[src/rtl/keypad_scan.sv]
// 4x4 matrix keypad scanner: one-hot column drive, synchronized row sampling
// once per column dwell, press/release debounce and a registered key report.
module keypad_scan #(
  parameter int BW  = 19,
  parameter int DBN = 3
) (
  input  logic          CLK,
  input  logic          RST,
  input  logic [BW-1:0] TIMEOUT,
  input  logic [3:0]    ROW,
  output logic [3:0]    COL_SEL,
  output logic [3:0]    KEY_CODE,
  output logic          KEY_VALID,
  output logic          KEY_HELD
);

  typedef enum logic [1:0] {
    SCAN    = 2'd0,
    CONFIRM = 2'd1,
    HELD    = 2'd2
  } state_t;

  localparam logic [3:0] DBN_C = 4'(DBN);

  // Lowest-index active-low row; only meaningful when some row is low.
  function automatic logic [1:0] low_row(input logic [3:0] r);
    logic [1:0] idx;
    if (!r[0])      idx = 2'd0;
    else if (!r[1]) idx = 2'd1;
    else if (!r[2]) idx = 2'd2;
    else            idx = 2'd3;
    return idx;
  endfunction

  function automatic logic [3:0] one_hot(input logic [1:0] c);
    logic [3:0] oh;
    case (c)
      2'd0:    oh = 4'b0001;
      2'd1:    oh = 4'b0010;
      2'd2:    oh = 4'b0100;
      2'd3:    oh = 4'b1000;
      default: oh = 4'b0001;
    endcase
    return oh;
  endfunction

  logic [3:0]    sync1_r, rs_r;
  logic [BW-1:0] timer_r, timer_nx_s;
  state_t        state_r, state_nx_s;
  logic [1:0]    col_r, col_nx_s, prow_r, prow_nx_s, pcol_r, pcol_nx_s;
  logic [3:0]    mcnt_r, mcnt_nx_s, rcnt_r, rcnt_nx_s;
  logic [3:0]    col_sel_r, key_code_r, key_code_nx_s;
  logic          key_valid_r, key_valid_nx_s, key_held_r, key_held_nx_s;
  logic          smp_s, all_high_s;
  logic [1:0]    low_s;

  assign smp_s      = (timer_r == TIMEOUT);
  assign all_high_s = (rs_r == 4'hF);
  assign low_s      = low_row(rs_r);

  // Next-state, dwell timer and output decode.
  always_comb begin
    timer_nx_s     = smp_s ? {BW{1'b0}} : timer_r + BW'(1);
    state_nx_s     = state_r;
    col_nx_s       = col_r;
    prow_nx_s      = prow_r;
    pcol_nx_s      = pcol_r;
    mcnt_nx_s      = mcnt_r;
    rcnt_nx_s      = rcnt_r;
    key_code_nx_s  = key_code_r;
    key_valid_nx_s = 1'b0;
    key_held_nx_s  = key_held_r;
    case (state_r)
      SCAN: begin
        if (smp_s) begin
          if (all_high_s) begin
            col_nx_s = col_r + 2'd1;
          end else begin
            prow_nx_s = low_s;
            pcol_nx_s = col_r;
            mcnt_nx_s = 4'd1;
            rcnt_nx_s = 4'd0;
            // A single required match confirms on the detect strobe itself.
            if (DBN_C == 4'd1) begin
              key_code_nx_s  = {low_s, col_r};
              key_valid_nx_s = 1'b1;
              key_held_nx_s  = 1'b1;
              state_nx_s     = HELD;
            end else begin
              state_nx_s = CONFIRM;
            end
          end
        end else begin
          state_nx_s = SCAN;
        end
      end
      CONFIRM: begin
        if (smp_s) begin
          if (!all_high_s && (low_s == prow_r)) begin
            mcnt_nx_s = mcnt_r + 4'd1;
            if ((mcnt_r + 4'd1) == DBN_C) begin
              key_code_nx_s  = {prow_r, pcol_r};
              key_valid_nx_s = 1'b1;
              key_held_nx_s  = 1'b1;
              rcnt_nx_s      = 4'd0;
              state_nx_s     = HELD;
            end else begin
              state_nx_s = CONFIRM;
            end
          end else begin
            col_nx_s   = col_r + 2'd1;
            state_nx_s = SCAN;
          end
        end else begin
          state_nx_s = CONFIRM;
        end
      end
      HELD: begin
        if (smp_s) begin
          if (rs_r[prow_r]) begin
            rcnt_nx_s = rcnt_r + 4'd1;
            if ((rcnt_r + 4'd1) == DBN_C) begin
              key_held_nx_s = 1'b0;
              col_nx_s      = col_r + 2'd1;
              rcnt_nx_s     = 4'd0;
              state_nx_s    = SCAN;
            end else begin
              state_nx_s = HELD;
            end
          end else begin
            rcnt_nx_s = 4'd0;
          end
        end else begin
          state_nx_s = HELD;
        end
      end
      default: begin
        state_nx_s = SCAN;
      end
    endcase
  end

  // Synchronizer, FSM state and registered outputs.
  always_ff @(posedge CLK) begin
    if (RST) begin
      sync1_r     <= 4'hF;
      rs_r        <= 4'hF;
      timer_r     <= {BW{1'b0}};
      state_r     <= SCAN;
      col_r       <= 2'd0;
      prow_r      <= 2'd0;
      pcol_r      <= 2'd0;
      mcnt_r      <= 4'd0;
      rcnt_r      <= 4'd0;
      col_sel_r   <= 4'b0001;
      key_code_r  <= 4'h0;
      key_valid_r <= 1'b0;
      key_held_r  <= 1'b0;
    end else begin
      sync1_r     <= ROW;
      rs_r        <= sync1_r;
      timer_r     <= timer_nx_s;
      state_r     <= state_nx_s;
      col_r       <= col_nx_s;
      prow_r      <= prow_nx_s;
      pcol_r      <= pcol_nx_s;
      mcnt_r      <= mcnt_nx_s;
      rcnt_r      <= rcnt_nx_s;
      col_sel_r   <= one_hot(col_nx_s);
      key_code_r  <= key_code_nx_s;
      key_valid_r <= key_valid_nx_s;
      key_held_r  <= key_held_nx_s;
    end
  end

  assign COL_SEL   = col_sel_r;
  assign KEY_CODE  = key_code_r;
  assign KEY_VALID = key_valid_r;
  assign KEY_HELD  = key_held_r;

endmodule

[config.mk]
export PLATFORM = sky130hd
export DESIGN_NAME = keypad_scan
export DESIGN_NICKNAME = d
export VERILOG_FILES = /design/src/rtl/keypad_scan.sv
export SDC_FILE = /design/constraint.sdc
export NUM_CORES = 1
export LEC_CHECK = 0
export BUFFER_PORTS_ARGS = -buffer_cell sky130_fd_sc_hd__buf_2
export CAP_MARGIN = 15
export CORE_MARGIN = 2
export CORE_UTILIZATION = 32
export DETAILED_ROUTE_END_ITERATION = 10
export PLACE_DENSITY = 0.54
export SLEW_MARGIN = 20
export SYNTH_ARGS = -nofsm -noshare
export SYNTH_HDL_FRONTEND = slang
export SYNTH_SLANG_ARGS = --single-unit
[constraint.sdc]
create_clock -name CLK -period 1.9 [get_ports CLK]
set_input_delay 0.38 -clock CLK [delete_from_list [all_inputs] [get_ports CLK]]
set_output_delay 0.38 -clock CLK [all_outputs]
set_load 0.02 [all_outputs]
==> Yosys cells after proc, flatten, opt, wreduce, memory -nomap -nowiden <==
Cells that the tools add are included.
Widths: inputs -> output; s select.
{ "totals": {"ff_bits": 53, "input_bits": 25, "output_inout_bits": 10} }
{ "op_classes": {"addsub": 4, "n_lt_le_gt_ge": 1, "eq_ne": 20, "mux": 45, "n_bitwise": 4, "reduce_logical": 15} }
{ "op_table": {"columns": ["op", "count"], "rows": [
  ["$mux 4", 12],
  ["$mux 2", 17],
  ["$add 19x1->19 const B", 1],
  ["$eq 19x19->1", 1],
  ["$ne 2x2->1 const B", 8],
  ["$pmux 4 s4", 1],
  ["$reduce_and 7->1", 2],
  ["$pmux 2 s3", 2],
  ["$pmux 4 s3", 1],
  ["$mux 1", 9],
  ["$add 4x1->4 const B", 2],
  ["$eq 4x2->1 const B", 2],
  ["$pmux 4 s2", 1],
  ["$eq 2x2->1 const B", 3],
  ["$ne 3x3->1 const B", 2],
  ["$reduce_and 5->1", 1],
  ["$eq 2x1->1 const B", 2],
  ["$eq 4x4->1 const B", 1],
  ["$logic_not 2->1", 2],
  ["$not 1->1", 4],
  ["$reduce_and 4->1", 1],
  ["$reduce_bool 2->1", 2],
  ["$reduce_or 4->1", 1],
  ["$lt 2x3->1 const B", 1],
  ["other kinds (10)", 10]
]} }

==> Logic depth before layout (Yosys ltp) <==
{ "logic_depth": {"depth_word": 10, "depth_mapped": 8, "mapped_depth_nobuf": 8} }

==> Least setup slack after synthesis <==
No wires, ideal clock.
{ "synth_timing": {"kind": "input to register", "from": "input TIMEOUT[16]", "to": "register col_sel_r[2] (netlist: COL_SEL[2])", "setup_ns": 0.079, "t_arrival_ns": 1.968, "t_required_ns": 1.821, "path_slack_ns": -0.148, "cell_stages": 6, "path_cell_list": "xor2_1 -> nor4_2 -> nand3_1 -> or4_1 -> a211o_1 -> a211oi_2"} }
{ "synth_via": {"elab_chain_len": 5, "elab_cells_between_ends": 10, "cone_classes": "4 x eq/ne; 5 x mux; 1 x reduce/logical"} }
{ "synth_lines": {"columns": ["element", "line_no", "text"], "rows": [
  ["from (decl)", "9", "input logic [BW-1:0] TIMEOUT,"],
  ["$eq 19x19->1 *", "57", "assign smp_s = (timer_r == TIMEOUT);"],
  ["$mux 2 (on tied branches)", "119, 75, 98", null],
  ["$pmux 2 s3 *", "73", "case (state_r)"],
  ["$eq 2x2->1, or another cell as far along", "37", "case (c)"],
  ["$pmux 4 s4 *", "37", null],
  ["to (signal assigned)", "169", "col_sel_r <= one_hot(col_nx_s);"],
  ["to (decl)", "52", "logic [3:0] col_sel_r, key_code_r, key_code_nx_s;"]
]} }
Mark *: on every way between the ends. The rest lies on a longest branch, timed or not.
A chain may end at the register's enable or synchronous reset.

==> Worst setup path in the final report <==
{ "layout_timing": {"from": "register timer_r[8]", "to": "register col_sel_r[3] (netlist: COL_SEL[3])"} }
{ "layout_via": {"elab_chain_len": 5, "elab_cells_between_ends": 10, "cone_classes": "4 x eq/ne; 5 x mux; 1 x reduce/logical"} }
{ "layout_lines": {"columns": ["element", "line_no", "text"], "rows": [
  ["from (decl)", "48", "logic [BW-1:0] timer_r, timer_nx_s;"],
  ["from (signal assigned)", "148", "timer_r <= {BW{1'b0}};"],
  ["from (signal assigned)", "162", "timer_r <= timer_nx_s;"],
  ["$eq 19x19->1 *", "57", null],
  ["$mux 2 (on tied branches)", "119, 75, 98", null],
  ["$pmux 2 s3 *", "73", null],
  ["$eq 2x2->1, or another cell as far along", "37", null],
  ["$pmux 4 s4 *", "37", null]
]} }
Marks and branches as above.

==> results by group <==
Run status
  • Status: complete, but fails checks
  • Failing checks: setup timing

Drt
  • DRT antenna net count: 0
  • Vias per inst: 4.95
  • Wirelength per Cell: 13.6 um
  • Router iterations before antenna repair: 4
  • Via count: 2605
  • Post-detailed-route DRC marker count: 0
  • Initial DRC count: 76
  • Total Wirelength: 7150 um

Clock tree
  • Hold buffers post-CTS: 0
  • Clock buffer count from CTS: 5
  • Clock Latency Late Sink: 0.31 ns
  • Reg clk slew, reported paths: 0.10 ns
  • Root Driver: clkbuf_8
  • CTS tree: built
  • Sink Count: 53
  • Max Root-Sink Buffers: 2
  • H-tree Lvls: 2

Synthesis
  • EDFF count, synth: 0
  • Yosys warns: 0
  • Synthesized flop and latch total: 53
  • Post-Syn Area: 2750 sq um
  • Ys flop type: dfxtp_1
  • Cells after Synth: 310
  • Seq/Total Area, Yosys: 38.6%
  • Syn_area_per_cell: 8.87 sq um
  • Syn Nets: 340
  • Async SR Flop Fraction: 0%
  • Post-synthesis cell type count: 58

STA
  • Fmax: 466 MHz
  • Clock skew: 0.0109 ns
  • Fin. max-slew vios: 0
  • Minimum clock period: 2.15 ns
  • Worst slew pin tran: 0.392 ns
  • Fin worst setup slack: -0.246 ns
  • Hold WS: 0.242 ns
  • RSZ-0062 raised after global routing: yes
  • Setup TNS: -3.01 ns
  • Relative slew slack: 73.7%
  • Final period utilization: 113%
  • Endpoints failing hold: 0
  • Setup violators final: 36

Place
  • Placed cell count: 510
  • # port buffers: 34
  • Pre-CTS WS: -0.415 ns
  • Post-DP HPWL: 4900 um
  • Dpl cell area: 3550 sq um
  • Final RePlAce weighted congestion: 0.754

Hold path
  • Worst Hold Class: in2reg
  • Hold path depth: 2
  • Hold-critical path endpoint: sync1_r[1]
  • Hold path startpoint: ROW[1]

Die
  • Core footprint: 8260 sq um
  • Total die area: 9350 sq um
  • Initial Util: 33.3%
  • Die width: 96.7 um
  • I/O pin count: 35
  • Cell Rows: 33
  • DIE HEIGHT: 96.7 um

Power
  • Leak: 1.69 nW
  • Clk pwr share: 40.6%
  • Maximum vdd drop: 0.000281 V
  • NetSw: 0.503 mW
  • P_int: 1.75 mW
  • Total Power: 2.25 mW
  • PwrDens: 548 nW/um^2
  • Sw frac: 22.4%
  • Gate power share: 9.0%
  • Seq pwr share: 50.4%

GRT
  • Vias in the first global route: 2597
  • First-pass GRT wire length: 12200 um
  • Total GRT Usage: 15.5%
  • Largest net degree at the start of global routing: 30
  • Initial antenna violation count: 0
  • Overflow after GRT: 0

Setup path
  • CP arrival: 2.37 ns
  • Worst-path fanout max: 4
  • CP required: 2.13 ns
  • R2R depth: 7
  • Critical path class: reg2reg
  • Reg2Reg Setup Slack: -0.25 ns
  • Crit path capture type: flip-flop
  • Worst setup SP type: flip-flop
  • Critical R2R Launch: timer_r[8]
  • Worst r2r dst: COL_SEL[3]

Finish
  • Final core utilization: 49.7%
  • Most frequent cells in the layout: buf_4, dfxtp_1, buf_2
  • Area growth syn-to-layout: 49.3%
  • Final Cell Area: 4100 sq um
  • Non-filler cells, final: 526
  • Filler instances: 778
  • Layout cells sized above 1: 45.6%
  • Commonest non-fill, non-tap cell in the layout: buf_4
  • Nets: 450
  • Ant diodes: 0

Flow run
  • Max-cap violations: 0
## sequential cells by signal (all words and copies together), names as in the netlist
| register | flops |
|---|---|
| timer_r | 19 |
| KEY_HELD | 1 |
| pcol_r | 2 |
| KEY_CODE | 4 |
| mcnt_r | 4 |
| KEY_VALID | 1 |
| col_r | 2 |
| rcnt_r | 4 |
| prow_r | 2 |
| sync1_r | 4 |
| state_r | 2 |
| COL_SEL | 4 |
| rs_r | 4 |
## metal layers
metal  track usage [%]  vias to the layer above  share of wire (%)
met1              20.6                     1242                 47
met2              26.2                       33                 49
met4              3.79                        0               0.88
li1                  -                     1324                  -
met3              2.67                        6                2.5
met5                 0                        -                  0
## worst max-delay path by stage
stage | startpoint | to | slack (ns) | depth (start not counted)
after floorplan | TIMEOUT[2] | COL_SEL[0] | -0.11 | 6
after global placement | TIMEOUT[2] | COL_SEL[3] | -0.42 | 8
after detailed placement | TIMEOUT[12] | rcnt_r[0] | -0.42 | 8
after CTS | timer_r[10] | COL_SEL[3] | -0.24 | 6
after global routing | timer_r[10] | COL_SEL[3] | -0.39 | 6
final | timer_r[8] | COL_SEL[3] | -0.25 | 7
## cell families (layout without fill, tap and decap cells)
group,Yosys count,count (layout),share of synthesized area [%]
AND/OR/NAND/NOR,137,138,27.3
AO/OA/AOI/OAI,51,51,13.5
XOR/XNOR,37,37,11.8
flip-flops,53,53,38.6
adder cells (fa/ha/maj),5,5,2.28
multiplexers,9,9,3.73
buffers and inverters,18,128,2.78
## worst max-delay path, stage by stage (launching register included)
cell and delay (ns):
dfxtp_1 0.33, xor2_1 0.16, nor4_2 0.31, buf_4 0.19
nand3_4 0.07, or4_4 0.45, a211o_4 0.38, a211oi_2 0.18
## what timing repair did
| action | in CTS | in global routing |
|---|---|---|
| buffers inserted | 3 | 3 |
| resized for setup | 33 | 54 |
| setup endpoints to repair | 44 | 45 |
| pin swaps | 10 | 30 |
| gates cloned | 5 | 0 |
## power groups by stage
stage	clock network (mW)	logic, mW	registers [mW]
2_1_floorplan	0	0.0741	1.16
3_3_place_gp	0	0.155	1.16
3_5_place_dp	0	0.157	1.16
4_1_cts	0.938	0.192	1.13
5_1_grt	0.995	0.221	1.13
6_report	0.913	0.203	1.13
## layout make-up
class	instances	area (sq um)	share of cell area [%]
clock buffers	5	68.8	1.68
clock inverters	3	65.1	1.59
inverters	7	26.3	0.640
multi-input cells	240	1880	45.9
flip-flops and latches	53	1070	26.1
well taps	105	131	3.20
repair buffers	113	857	20.9
## cells in the mapped netlist (all sizes together), types with 2 or more instances
library cell,number,area (sq um)
mux2i,8,80.1
a21oi,9,45.0
nand4b,2,17.5
and2,4,25.0
nand4,7,43.8
xor2,33,289
nand2b,2,12.5
nor3b,2,15.0
dfxtp,53,1060
ha,5,62.6
o311ai,2,17.5
a211o,2,17.5
nand3b,3,22.5
nor2,42,158
or4,2,15.0
clkbuf,6,22.5
a21boi,2,15.0
o31ai,2,15.0
and3,8,55.1
a211oi,4,40.0
buf,5,27.5
o41ai,3,26.3
o21ai,11,55.1
nor3,9,45.0
nor4,5,58.8
o21bai,3,22.5
xnor2,4,35.0
nand3,13,65.1
a31oi,2,12.5
or2,11,68.8
nand2,19,73.8
inv,7,26.3
a311oi,3,32.5
nor2b,3,18.8
Power figures use the tool's default switching activity.
